File: src/rtl/async_fifo_pkg.sv
// Gray/binary conversion helpers shared by the read-side and write-side pointer blocks.
// Both functions work on a 32-bit container; callers size-cast the result back to pointer width.
package async_fifo_pkg;

  localparam int unsigned GRAY_MAXW = 32;

  function automatic logic [GRAY_MAXW-1:0] bin2gray(input logic [GRAY_MAXW-1:0] b);
    return b ^ (b >> 1);
  endfunction

  // Upper bits of a zero-extended code are zero, so the XOR prefix is width-independent.
  function automatic logic [GRAY_MAXW-1:0] gray2bin(input logic [GRAY_MAXW-1:0] g);
    logic [GRAY_MAXW-1:0] b;
    b = '0;
    for (int unsigned i = 0; i < GRAY_MAXW; i++) begin
      b[i] = ^(g >> i);
    end
    return b;
  endfunction

endpackage

File: src/rtl/fwft_out_buf.sv
// Two-entry first-word-fall-through output buffer; head entry drives the read data port.
module fwft_out_buf #(
  parameter int unsigned DATAWIDTH = 8
) (
  input  logic                 rclk,
  input  logic                 rrst_n,
  input  logic                 load,
  input  logic [DATAWIDTH-1:0] load_data,
  input  logic                 pop,
  output logic [1:0]           occ,
  output logic [DATAWIDTH-1:0] head_data
);

  logic [DATAWIDTH-1:0] head_q, head_d;
  logic [DATAWIDTH-1:0] tail_q, tail_d;
  logic [1:0]           occ_q, occ_d;

  always_comb begin
    head_d = head_q;
    tail_d = tail_q;
    occ_d  = occ_q;
    unique case ({load, pop})
      2'b10: begin
        if (occ_q == 2'd0) head_d = load_data;
        else               tail_d = load_data;
        occ_d = occ_q + 2'd1;
      end
      2'b01: begin
        if (occ_q == 2'd2) head_d = tail_q;
        occ_d = occ_q - 2'd1;
      end
      2'b11: begin
        // Simultaneous load and pop: shift tail forward so order is preserved.
        if (occ_q == 2'd1) begin
          head_d = load_data;
        end else begin
          head_d = tail_q;
          tail_d = load_data;
        end
      end
      default: ;
    endcase
  end

  always_ff @(posedge rclk or negedge rrst_n) begin
    if (!rrst_n) begin
      head_q <= '0;
      tail_q <= '0;
      occ_q  <= '0;
    end else begin
      head_q <= head_d;
      tail_q <= tail_d;
      occ_q  <= occ_d;
    end
  end

  assign occ       = occ_q;
  assign head_data = head_q;

  a_no_overflow:  assert property (@(posedge rclk) disable iff (!rrst_n)
                                   !(load && !pop && occ_q == 2'd2));
  a_no_underflow: assert property (@(posedge rclk) disable iff (!rrst_n)
                                   !(pop && occ_q == 2'd0));

endmodule

File: src/rtl/rptr_empty_fwft.sv
// Read-side pointer, empty flag and level logic of the async FIFO, with a FWFT
// valid/ready output fed by a 2-entry buffer that hides the memory read latency.
module rptr_empty_fwft
  import async_fifo_pkg::*;
#(
  parameter int unsigned ADDRWIDTH     = 4,
  parameter int unsigned DATAWIDTH     = 8,
  parameter int unsigned AEMPTY_THRESH = 2
) (
  input  logic                 rclk,
  input  logic                 rrst_n,
  input  logic [ADDRWIDTH:0]   rq2_wptr,
  input  logic [DATAWIDTH-1:0] rdata_mem,
  output logic [ADDRWIDTH-1:0] raddr,
  output logic [ADDRWIDTH:0]   rptr,
  output logic                 rempty,
  output logic                 rvalid,
  input  logic                 rready,
  output logic [DATAWIDTH-1:0] rdata,
  output logic [ADDRWIDTH+1:0] rlevel,
  output logic                 raempty
);

  localparam int unsigned PW = ADDRWIDTH + 1;
  localparam int unsigned LW = ADDRWIDTH + 2;

  logic [PW-1:0] rbin_q, rbin_d;
  logic [PW-1:0] rptr_q, rgray_d;
  logic          rempty_q, rempty_d;
  logic          pend_q;
  logic [LW-1:0] rlevel_q, rlevel_d;
  logic          raempty_q, raempty_d;

  logic          pop, fetch;
  logic [1:0]    occ, occ_next;
  logic [2:0]    occ_sum;
  logic [PW-1:0] wq2_bin, mem_cnt;

  always_comb begin
    pop      = rvalid && rready;
    // Occupancy the buffer will have once the in-flight word lands and any pop retires.
    occ_sum  = {1'b0, occ} + {2'b00, pend_q} - {2'b00, pop};
    fetch    = !rempty_q && (occ_sum < 3'd2);
    occ_next = occ_sum[1:0];

    rbin_d   = rbin_q + PW'(fetch);
    rgray_d  = PW'(bin2gray(32'(rbin_d)));
    rempty_d = (rgray_d == rq2_wptr);

    wq2_bin  = PW'(gray2bin(32'(rq2_wptr)));
    mem_cnt  = wq2_bin - rbin_d;
    rlevel_d  = LW'(mem_cnt) + LW'(fetch) + LW'(occ_next);
    raempty_d = (rlevel_d <= LW'(AEMPTY_THRESH));
  end

  always_ff @(posedge rclk or negedge rrst_n) begin
    if (!rrst_n) begin
      rbin_q    <= '0;
      rptr_q    <= '0;
      rempty_q  <= 1'b1;
      pend_q    <= 1'b0;
      rlevel_q  <= '0;
      raempty_q <= 1'b1;
    end else begin
      rbin_q    <= rbin_d;
      rptr_q    <= rgray_d;
      rempty_q  <= rempty_d;
      pend_q    <= fetch;
      rlevel_q  <= rlevel_d;
      raempty_q <= raempty_d;
    end
  end

  fwft_out_buf #(
    .DATAWIDTH (DATAWIDTH)
  ) u_out_buf (
    .rclk      (rclk),
    .rrst_n    (rrst_n),
    .load      (pend_q),
    .load_data (rdata_mem),
    .pop       (pop),
    .occ       (occ),
    .head_data (rdata)
  );

  assign rvalid  = (occ != 2'd0);
  assign raddr   = rbin_q[ADDRWIDTH-1:0];
  assign rptr    = rptr_q;
  assign rempty  = rempty_q;
  assign rlevel  = rlevel_q;
  assign raempty = raempty_q;

endmodule
File: config.mk
export PLATFORM = sky130hd
export DESIGN_NAME = rptr_empty_fwft
export DESIGN_NICKNAME = d
export VERILOG_FILES = /design/src/rtl/async_fifo_pkg.sv /design/src/rtl/fwft_out_buf.sv /design/src/rtl/rptr_empty_fwft.sv
export SDC_FILE = /design/constraint.sdc
export NUM_CORES = 1
export LEC_CHECK = 0
export ABC_AREA = 1
export BUFFER_PORTS_ARGS = -buffer_cell sky130_fd_sc_hd__buf_2
export CORE_MARGIN = 5
export CORE_UTILIZATION = 40
export CTS_CLUSTER_SIZE = 12
export DETAILED_ROUTE_END_ITERATION = 10
export RECOVER_POWER = 50
export SETUP_SLACK_MARGIN = 0.15
export SLEW_MARGIN = 20
export SYNTH_ARGS = -nofsm -noshare
export SYNTH_HDL_FRONTEND = slang
export SYNTH_SLANG_ARGS = --single-unit
File: constraint.sdc
create_clock -name rclk -period 4.39 [get_ports rclk]
set_input_delay 0.2195 -clock rclk [delete_from_list [all_inputs] [get_ports rclk]]
set_output_delay 0.2195 -clock rclk [all_outputs]
set_load 0.005 [all_outputs]
==> results.txt <==
Status: finished with violations
Failing checks: capacitance limit, slew limit
Largest net degree at the start of global routing: 37
Routability cong.: 0.810
Final Non-Filler Cells: 346
Post-Route Utilization: 0.516
Post-synthesis sequential area ratio: 0.450
Worst-skew pair later-pin latency: 0.29 ns
Tot GR Track Use: 0.138
Netlist cell types: 23
First-pass GRT wire length: 6950 um
Max Root-Sink Buffers: 2
DRC errors left: 0
Die H: 80.9 um
Setup TNS: 0 ns
Number of synthesized register bits: 36
Yosys warnings: 0
CP max FO: 5
H-Tree Depth: 2
Die width: 80.9 um
Clock-pin slew on the worst setup and hold paths: 0.08 ns
Final setup viols: 0
Routed WL: 4070 um
Synth Instances: 225
RSZ-0062 raised after global routing: no
Kind of critical path: reg -> reg
Place WS: 0.160 ns
Total CTS buffers: 5
Max-Cap Viols: 1
Commonest non-fill, non-tap cell in the layout: nand2_1
Synth area leaders: dfrtp_1, nand2_1, ha_1
Post-Syn Area: 2010 sq um
Worst hold path class: in -> reg
Die area: 6540 sq um
Number of global-route vias before repair: 1589
CTS sink count: 36
Fin. max-slew vios: 37
FP Rows: 25
Via/cell ratio: 4.60
# IOs: 42
Layout cells sized above 1: 0.280
DP Wirelength: 3070 um
Syn nets: 256
Initial Util: 0.420
Initial DRC count: 34
Final period utilization: 0.900
GRT overflow: 0
CP Data Required Time: 4.62 ns
CTS Hold Buffers Added: 0
Most frequent cells in the layout: nand2_1, buf_2, dfrtp_1
CTS tree: yes
CTS Root Cell: clkbuf_8
Placed Cells: 333
Crit. End Element: flop
Fmax: 253 MHz
Arrival time at the worst endpoint: 4.18 ns
Hold Vio Cnt, Final: 0
WL/cell: 11.8 um
Max-Slew Margin vs Limit: -0.277
Drt pass-1 iters: 4
Avg Inst Size Synth: 8.93 sq um
Antenna Nets Post-Route: 0
DR vias: 1590
Min Tclk post-route: 3.95 ns
Share of the synthesized area in the top cell type: 0.423
Initial antenna violation count: 0
Area leader, netlist: dfrtp_1
Final Skew: 0.00552 ns
Setup slack after layout: 0.439 ns
CORE AREA: 4790 sq um
Worst Tran Pin Value: 1.92 ns
N_diodes: 0
Nets: 309
Port bufs: 41
Worst setup SP type: flop
Area growth from synthesis to layout: 23.0%
==> cell type report <==
class	count	area (sq um)
fillers	474	2310
clock inverters	3	42.5
multi-input cells	155	1000
well taps	67	83.8
repair buffers	47	245
clock buffers	5	68.8
inverters	33	124
flip-flops and latches	36	903
==> cell usage after synthesis <==
| cell type | count |
|---|---|
| xnor2_1 | 3 |
| nor3_1 | 1 |
| nand2_1 | 52 |
| nand2_4 | 1 |
| a21oi_1 | 3 |
| fa_1 | 4 |
| xor2_1 | 8 |
| nor2_1 | 16 |
| inv_1 | 29 |
| dfstp_2 | 2 |
| dfrtp_1 | 34 |
| o21ai_0 | 2 |
| a31oi_1 | 8 |
| nand2_2 | 3 |
| inv_2 | 4 |
| buf_6 | 1 |
| ha_1 | 11 |
| nand4_1 | 3 |
| o21ai_2 | 1 |
| nand3b_1 | 3 |
| mux2_2 | 8 |
| o21ai_4 | 1 |
| nand3_1 | 27 |
==> metal layers <==
layer,vias to the layer above,track usage,share of wire
li1,833,-,-
met1,718,0.161,0.43
met3,7,0.0432,0.054
met4,0,0.0625,0.021
met5,-,0,0
met2,32,0.232,0.49
==> final timing paths <==
check,startpoint,endpoint,slack (ns),cells past startpoint
setup reg to reg,u_out_buf.occ[0]$_DFFE_PN0P_,raempty$_DFF_PN1_,0.44,22
hold reg to reg,u_out_buf.tail_q[4]$_DFFE_PN0P_,u_out_buf.tail_q[4]$_DFFE_PN0P_,0.51,1
max in group asynchronous,rrst_n,rlevel[4]$_DFF_PN0_,2.84,1
setup / recovery,u_out_buf.occ[0]$_DFFE_PN0P_,raempty$_DFF_PN1_,0.44,22
hold / removal,rdata_mem[1],u_out_buf.tail_q[1]$_DFFE_PN0P_,0.17,2
min in group asynchronous,rrst_n,u_out_buf.occ[0]$_DFFE_PN0P_,0.46,1
==> state kept, by name, indices dropped and copies added, names as in the netlist <==
signal,flops
pend_q,1
raempty,1
rbin_q,5
rempty,1
rlevel,6
rptr,4
u_out_buf.head_data,8
u_out_buf.occ,2
u_out_buf.tail_q,8
==> metrics by stage <==
| stage | hold slack [ns] | area [sq um] |
|---|---|---|
| finish | 0.171 | 2470 |
| global route | 0.175 | 2470 |
| global placement | 0.361 | 2290 |
| CTS | 0.0448 | 2410 |
| detailed placement | 0.363 | 2290 |
| floorplan | -0.0761 | 2010 |
==> cell families after synthesis <==
family | Yosys count | synth area share
muxes | 8 | 0.0448
buffers and inverters | 34 | 0.0672
DFF | 36 | 0.450
AOI/OAI and AO/OA | 15 | 0.0498
and+or+nand+nor | 106 | 0.232
adders and majority gates | 15 | 0.108
xor gates and xnor gates | 11 | 0.0479
==> worst max-delay path, cell delays in order, from the launching register on <==
cell	delay [ns]
dfrtp_1	0.40
inv_2	0.07
ha_1	0.20
inv_2	0.09
nand2_4	0.07
xor2_1	0.14
ha_1	0.16
inv_1	0.05
fa_1	0.49
inv_2	0.07
nor3_4	0.19
ha_2	0.32
ha_1	0.22
fa_1	0.48
inv_1	0.06
fa_1	0.39
inv_1	0.07
nor2_1	0.06
nand3_1	0.10
inv_1	0.05
nand3_1	0.06
nand2_1	0.08
nor2_1	0.09
==> repair_timing <==
action                     4_1_cts  5_1_grt
resized for setup                0        9
pin swaps                        0        3
buffers inserted                 1        4
setup endpoints to repair        1        5
Power is left out: the tool's default activity adds up to more than one toggle a clock period on the data nets, which glitch-free logic cannot reach.
